==> src/rtl/fwd_pkg.sv <==
// Shared types for the forwarding/hazard unit: forward-select encoding,
// the per-stage producer shadow slot, and the producer predicate.
package fwd_pkg;

  // Slot address fields are stored at this width and zero-extended from REG_ADDR_W.
  localparam int unsigned FWD_ADDR_W_MAX = 8;

  typedef logic [FWD_ADDR_W_MAX-1:0] fwd_addr_t;

  typedef enum logic [1:0] {
    FWD_RF = 2'd0,
    FWD_XM = 2'd1,
    FWD_MW = 2'd2
  } fwd_sel_e;

  typedef struct packed {
    logic      valid;
    fwd_addr_t dest;
    logic      regwrite;
    logic      memread;
    logic      memwrite;
    fwd_addr_t src1;
  } fwd_slot_t;

  localparam fwd_slot_t FWD_SLOT_EMPTY = '0;

  function automatic logic is_producer(input fwd_slot_t slot, input logic zero_reg);
    return slot.valid & slot.regwrite & !(zero_reg && (slot.dest == '0));
  endfunction

endpackage

==> src/rtl/fwd_match.sv <==
// Per-source dependency comparator of the ID instruction against one
// in-flight slot; register 0 never matches when ZERO_REG is set.
module fwd_match
  import fwd_pkg::*;
#(
  parameter int unsigned REG_ADDR_W = 4,
  parameter int unsigned NUM_SRC    = 2,
  parameter int unsigned ZERO_REG   = 1
) (
  input  logic                          id_valid,
  input  logic [NUM_SRC*REG_ADDR_W-1:0] id_src,
  input  logic [NUM_SRC-1:0]            id_src_used,
  input  fwd_slot_t                     slot,
  output logic [NUM_SRC-1:0]            match
);

  logic producer;
  logic slot_unused;

  assign producer = is_producer(slot, ZERO_REG != 0);

  // Only the producer-relevant fields are compared here.
  assign slot_unused = ^{slot.memread, slot.memwrite, slot.src1};

  // NOTE: every combinational output gets a default first so no latch is inferred.
  always_comb begin
    match = '0;
    for (int i = 0; i < NUM_SRC; i++) begin
      match[i] = id_valid & id_src_used[i] & producer &
                 (slot.dest == fwd_addr_t'(id_src[i*REG_ADDR_W +: REG_ADDR_W]));
    end
  end

endmodule

==> src/rtl/fwd_hazard_unit.sv <==
// Forwarding and load-use hazard unit with its own X/M/W producer shadow.
// Optional perf counters are built when FWD_PERF_CNT_EN is defined.
module fwd_hazard_unit
  import fwd_pkg::*;
#(
  parameter int unsigned REG_ADDR_W = 4,
  parameter int unsigned NUM_SRC    = 2,
  parameter int unsigned ZERO_REG   = 1
) (
  input  logic                          clk,
  input  logic                          rst_n,
  input  logic                          id_valid,
  input  logic [NUM_SRC*REG_ADDR_W-1:0] id_src,
  input  logic [NUM_SRC-1:0]            id_src_used,
  input  logic [REG_ADDR_W-1:0]         id_dest,
  input  logic                          id_regwrite,
  input  logic                          id_memread,
  input  logic                          id_memwrite,
  input  logic                          hold,
  input  logic                          flush,
  output logic                          stall,
  output logic [NUM_SRC*2-1:0]          ex_fwd_sel,
  output logic                          mem_fwd_b,
  output logic [31:0]                   stall_cnt,
  output logic [31:0]                   fwd_cnt
);

  localparam logic [NUM_SRC-1:0] STORE_DATA_MASK = {{(NUM_SRC-1){1'b0}}, 1'b1} << 1;

  fwd_slot_t x_q, x_d, m_q, m_d, w_q, w_d;
  fwd_slot_t id_slot;
  logic [NUM_SRC*2-1:0] sel_q, sel_d;
  logic mem_fwd_b_q, mem_fwd_b_d;

  logic [NUM_SRC-1:0] match_x, match_m, load_hit;
  logic store_data_only;
  logic id_load;
  logic slots_unused;

  fwd_match #(
    .REG_ADDR_W (REG_ADDR_W),
    .NUM_SRC    (NUM_SRC),
    .ZERO_REG   (ZERO_REG)
  ) u_match_x (
    .id_valid    (id_valid),
    .id_src      (id_src),
    .id_src_used (id_src_used),
    .slot        (x_q),
    .match       (match_x)
  );

  fwd_match #(
    .REG_ADDR_W (REG_ADDR_W),
    .NUM_SRC    (NUM_SRC),
    .ZERO_REG   (ZERO_REG)
  ) u_match_m (
    .id_valid    (id_valid),
    .id_src      (id_src),
    .id_src_used (id_src_used),
    .slot        (m_q),
    .match       (match_m)
  );

  // A store whose only load dependency is its data operand is served by the MEM-to-MEM path.
  assign load_hit        = match_x & {NUM_SRC{x_q.memread}};
  assign store_data_only = id_memwrite & (load_hit == STORE_DATA_MASK);
  assign stall           = !hold & !flush & (|load_hit) & !store_data_only;
  assign id_load         = id_valid & !stall & !flush;

  // W is retired history only; nothing downstream compares against it yet.
  assign slots_unused = ^{w_q, m_q.memread, m_q.memwrite, m_q.src1};

  always_comb begin
    id_slot          = FWD_SLOT_EMPTY;
    id_slot.valid    = 1'b1;
    id_slot.dest     = fwd_addr_t'(id_dest);
    id_slot.regwrite = id_regwrite;
    id_slot.memread  = id_memread;
    id_slot.memwrite = id_memwrite;
    id_slot.src1     = fwd_addr_t'(id_src[REG_ADDR_W +: REG_ADDR_W]);
  end

  always_comb begin
    x_d         = x_q;
    m_d         = m_q;
    w_d         = w_q;
    sel_d       = sel_q;
    mem_fwd_b_d = mem_fwd_b_q;
    if (!hold) begin
      w_d   = m_q;
      m_d   = x_q;
      x_d   = id_load ? id_slot : FWD_SLOT_EMPTY;
      sel_d = '0;
      for (int i = 0; i < NUM_SRC; i++) begin
        if (id_load && match_x[i])      sel_d[2*i +: 2] = FWD_XM;
        else if (id_load && match_m[i]) sel_d[2*i +: 2] = FWD_MW;
        else                            sel_d[2*i +: 2] = FWD_RF;
      end
      mem_fwd_b_d = x_q.valid & x_q.memwrite & is_producer(m_q, ZERO_REG != 0) &
                    (m_q.dest == x_q.src1);
    end
  end

  // NOTE: state registers use non-blocking assignments so all flops update together.
  always_ff @(posedge clk) begin
    if (!rst_n) begin
      x_q         <= FWD_SLOT_EMPTY;
      m_q         <= FWD_SLOT_EMPTY;
      w_q         <= FWD_SLOT_EMPTY;
      sel_q       <= '0;
      mem_fwd_b_q <= 1'b0;
    end else begin
      x_q         <= x_d;
      m_q         <= m_d;
      w_q         <= w_d;
      sel_q       <= sel_d;
      mem_fwd_b_q <= mem_fwd_b_d;
    end
  end

  assign ex_fwd_sel = sel_q;
  assign mem_fwd_b  = mem_fwd_b_q;

`ifdef FWD_PERF_CNT_EN
  logic [31:0] stall_cnt_q, fwd_cnt_q;
  logic [31:0] fwd_inc;

  always_comb begin
    fwd_inc = '0;
    if (!hold) begin
      for (int i = 0; i < NUM_SRC; i++) begin
        if (sel_d[2*i +: 2] != 2'd0) fwd_inc = fwd_inc + 32'd1;
      end
      fwd_inc = fwd_inc + 32'(mem_fwd_b_d);
    end
  end

  always_ff @(posedge clk) begin
    if (!rst_n) begin
      stall_cnt_q <= '0;
      fwd_cnt_q   <= '0;
    end else begin
      if (stall) stall_cnt_q <= stall_cnt_q + 32'd1;
      fwd_cnt_q <= fwd_cnt_q + fwd_inc;
    end
  end

  assign stall_cnt = stall_cnt_q;
  assign fwd_cnt   = fwd_cnt_q;
`else
  assign stall_cnt = '0;
  assign fwd_cnt   = '0;
`endif

endmodule

==> config.mk <==
export PLATFORM = sky130hd
export DESIGN_NAME = fwd_hazard_unit
export DESIGN_NICKNAME = d
export VERILOG_FILES = /design/src/rtl/fwd_pkg.sv /design/src/rtl/fwd_match.sv /design/src/rtl/fwd_hazard_unit.sv
export SDC_FILE = /design/constraint.sdc
export NUM_CORES = 1
export LEC_CHECK = 0
export ABC_AREA = 1
export CORE_MARGIN = 5
export CORE_UTILIZATION = 46
export CTS_CLUSTER_DIAMETER = 120
export DETAILED_ROUTE_END_ITERATION = 10
export GPL_TIMING_DRIVEN = 0
export PLACE_DENSITY = 0.86
export SLEW_MARGIN = 20
export SYNTH_ARGS = -nofsm -noshare
export SYNTH_HDL_FRONTEND = slang
export SYNTH_HIERARCHICAL = 1
export SYNTH_SLANG_ARGS = --single-unit
==> constraint.sdc <==
create_clock -name clk -period 2.36 [get_ports clk]
set_input_delay 0.472 -clock clk [delete_from_list [all_inputs] [get_ports clk]]
set_output_delay 0.472 -clock clk [all_outputs]
set_load 0.01 [all_outputs]
### After elaboration in Yosys (flattened, before gate mapping)

Cells that the tools add are included.

* word-level logic and storage cells: 59
* input port bits: 22
* RAM bits: 0
* output and inout bits: 70
* bits in read-only memories: 0
* bits in latches: 0
* bits in registers: 35
* memories: 0

* $add $sub $neg: 0
* bitwise operators: 24
* order comparisons: 0
* eq/ne operators: 6
* divide/modulo/power cells: 0
* multiply operators: 0
* shift operators: 0
* multiplexer cells: 5
* reductions and logical operators: 13

Operators by type and width (count)
* $eq A8 B4 Y1: 4
* $and A1 B1 Y1: 23
* $mux W20: 1
* $logic_not A8 Y1: 2
* $eq A8 B8 Y1: 1
* $mux W2: 4
* $logic_not A1 Y1: 6
* $logic_and A1 B1 Y1: 4
* $and A2 B2 Y2: 1
* $eq A2 B2 Y1 const B: 1
* $reduce_or A2 Y1: 1

### Logic depth before layout (Yosys ltp)

* word-level depth: 16
* depth in mapped cells: 12
* mapped depth without buffers: 10

### Cells and area by module

Netlist, hierarchy kept.

By module, submodules not included
* fwd_hazard_unit: instances 1, cells an instance 215, area each 1651.6 µm², sequential area each 580.6 µm²
* fwd_match: instances 2, cells an instance 55, area each 221.5 µm², sequential area each 0.0 µm²

### Worst setup path after synthesis

No wires, ideal clock.

* kind: input to output
* start: input port id_src[4]
* end: output port stall
* stages on the path: 11
* setup slack: 0.459 ns
* arrival: 1.429 ns
* required time: 1.888 ns
* path through: inv_1 > nand2_1 > nand2_1 > nor2_2 > nand3_1 > nor2_1 > a21oi_1 > nand2b_1 > buf_6 > buf_6 > inv_1

* cells in the longest elaborated chain, start to end: 7
* elaborated cells on any way between the ends: 9
* classes of those cells: 2 x eq/ne; 5 x bitwise; 2 x reduce/logical

RTL lines
* start: declaration: RTL line fwd_hazard_unit.sv:13 `input logic [NUM_SRC*REG_ADDR_W-1:0] id_src,`
* $eq A8 B4 Y1 *: RTL line fwd_match.sv:30 `(slot.dest == fwd_addr_t'(id_src[i*REG_ADDR_W +: REG_ADDR_W]));`
* $and A1 B1 Y1 *: RTL line fwd_match.sv:29 `match[i] = id_valid & id_src_used[i] & producer &`
* net match_x[1]: RTL line fwd_hazard_unit.sv:35 `logic [NUM_SRC-1:0] match_x, match_m, load_hit;`
* $and A2 B2 Y2 *: RTL line fwd_hazard_unit.sv:65 `assign load_hit = match_x & {NUM_SRC{x_q.memread}};`
* $eq A2 B2 Y1: RTL line fwd_hazard_unit.sv:66 `assign store_data_only = id_memwrite & (load_hit == STORE_DATA_MASK);`
* $and A1 B1 Y1: RTL line fwd_hazard_unit.sv:66
* $logic_not A1 Y1: RTL line fwd_hazard_unit.sv:67 `assign stall = !hold & !flush & (|load_hit) & !store_data_only;`
* $and A1 B1 Y1 *: RTL line fwd_hazard_unit.sv:67
* end: declaration: RTL line fwd_hazard_unit.sv:21 `output logic stall,`

The timed path passes the listed nets; every way through them passes the cells marked *.

### Final worst setup path

* start: input port id_src_used[0]
* end: output port stall

* cells in the longest elaborated chain, start to end: 8
* elaborated cells on any way between the ends: 10
* classes of those cells: 1 x eq/ne; 7 x bitwise; 2 x reduce/logical

RTL lines
* start: declaration: RTL line fwd_hazard_unit.sv:14 `input logic [NUM_SRC-1:0] id_src_used,`
* $and A1 B1 Y1 * (3 in a row): RTL line fwd_match.sv:29
* net match_x[0]: RTL line fwd_hazard_unit.sv:35
* $and A2 B2 Y2 *: RTL line fwd_hazard_unit.sv:65
* $eq A2 B2 Y1: RTL line fwd_hazard_unit.sv:66
* $and A1 B1 Y1: RTL line fwd_hazard_unit.sv:66
* $logic_not A1 Y1: RTL line fwd_hazard_unit.sv:67
* $and A1 B1 Y1 *: RTL line fwd_hazard_unit.sv:67

Marks and branches as above.

==> results.json <==
{
  "syn_inst": 304,
  "fp.dieW_um": 74.4,
  "fin_nets": 429,
  "endpoint_kind": "output pin",
  "row_count": 23,
  "clockRootBuffer": "clkbuf_8",
  "p_per_area_nw_per_um2": 364,
  "io_pins": 92,
  "cts_made_buffers": 3,
  "tritoncts": "built",
  "syn_area_um2": 1910,
  "setup_violations": 0,
  "port_buffers": 26,
  "status": "finished clean",
  "dieHeight_um": 74.4,
  "post-route-drc-count": 0,
  "clk_pin_slew_ns": 0.08,
  "grt_max_degree": 17,
  "leakagePower_nw": 1.41,
  "cts.path.max_buffers": 2,
  "area_growth_pct": 33.9,
  "dieArea_um2": 5540,
  "path_class": "in2out",
  "ant_nets": 0,
  "worstSetupStartpointType": "primary input",
  "finalCriticalPeriod_ns": 2.27,
  "setup_tns_ns": 0,
  "htree_levels": 1,
  "finClkSkew_ns": 0.00630,
  "drt-wirelength-per-cell_um": 9.69,
  "first_pass_iters": 4,
  "synth_warnings": 6,
  "synth_area_per_cell_um2": 6.28,
  "coreArea_um2": 4000,
  "via_per_inst": 4.07,
  "num_vias": 1856,
  "first_iter_violations": 92,
  "clock_latency_ns": 0.27,
  "slew_violations": 0,
  "cp.arrival_ns": 1.80,
  "min_path_type": "reg2reg",
  "maxCapViolCount": 0,
  "antenna_cells": 0,
  "fmax_mhz": 441,
  "whs_ns": 0.477,
  "rsz0062_at_grt": "no",
  "routed_wl_um": 4420,
  "grt_pass1_wl_um": 6960,
  "worstPathRequired_ns": 1.89,
  "start_util_pct": 47.7,
  "worstPathMaxFanout": 2,
  "hold_viol": 0,
  "peakVddDrop_mv": 0.526,
  "grt_util_all_layers_pct": 15.5,
  "cts.sinks": 23,
  "antenna_found_initial": 0,
  "dp_hpwl_um": 3610,
  "first_global_vias": 1668,
  "fin_util_pct": 63.9,
  "fin_crit_sh_pct": 96.1,
  "gr-total-overflow": 0,
  "drive_gt1_share_pct": 23.6,
  "gp_congestion": 0.825
}
[worst max-delay path: stages]
cell,delay [ns]
clkdlybuf4s50_1,0.47
nand2_1,0.05
inv_1,0.06
nand2_1,0.05
nor2_1,0.08
nand3_1,0.10
nor2_2,0.16
a21oi_2,0.05
nand2b_4,0.15
inv_2,0.05
buf_6,0.09
[cell type report]
type                       instances  area (µm²)
fill                             377        1440
tap                               50        62.6
timing repair buffer              29         277
multi-input combinational        242        1050
sequential                        23         460
buffer                            71         522
inverter                          37         139
clock inverter                     1        7.51
clock buffer                       3        41.3
[per-layer routing]
layer  part of all wire [%]  GRT usage, %  wire (µm)
met5                      0             0          0
met4                    1.0          2.96         45
met3                     10          3.65        440
met2                     51          29.5       2240
met1                     38          17.4       1690
[flip-flops by register name (all words and copies together) (netlist names)]
signal      flops
m_q             6
ex_fwd_sel      4
x_q            12
mem_fwd_b       1
[report_power, final]
part / total [W] / switching [W] / internal (W) / leakage, nW
logic: 0.000264 / 0.000136 / 0.000128 / 1.20
registers: 0.000411 / 0.0000124 / 0.000398 / 0.187
clock network: 0.000255 / 0.000135 / 0.000120 / 0.0217
[metrics by stage]
stage / total power [W] / setup slack [ns] / instance area, µm² / instances
6_report: 0.000930 / 0.0928 / 2560 / 456
4_1_cts: 0.000921 / 0.0338 / 2540 / 456
3_5_place_dp: 0.000681 / -0.839 / 2500 / 451
3_3_place_gp: 0.000677 / -0.836 / 2500 / 451
5_1_grt: 0.000983 / 0.000289 / 2560 / 456
2_1_floorplan: 0.000621 / 0.459 / 2180 / 375
[final timing paths]
kind	from	to	slack [ns]	depth (start not counted)
hold reg to reg	mem_fwd_b	mem_fwd_b	0.48	2
hold / removal	mem_fwd_b	mem_fwd_b	0.48	2
setup reg to reg	x_q[11]	x_q[8]	0.65	9
setup / recovery	id_src_used[0]	stall	0.09	11
[placed cells by master, fill, tap and decap left out]
master and count:
conb_1 72, clkbuf_8 3, nor2_1 29, clkdlybuf4s50_1 16, a21oi_2 1, o21bai_1 2, dfxtp_1 23, o21ai_0 6
clkinv_1 1, nor3b_4 1, xor2_1 3, inv_1 26, a21oi_1 22, nor2_2 6, dlymetal6s2s_1 1, nand3_1 24
buf_4 67, nand2_2 3, clkinvlp_4 1, clkbuf_1 5, buf_6 3, dlygate4sd2_1 8, nand2_1 72, nand2b_4 1
inv_2 10
[timing repair]
item                                    in CTS  in global routing
pin swaps                                    5                  4
gates resized for setup                     15                  4
hold buffers                                 0                  0
setup buffers                                3                  0
endpoints found under the setup margin       1                  1
Note: power is estimated with default switching activity, not from simulation.
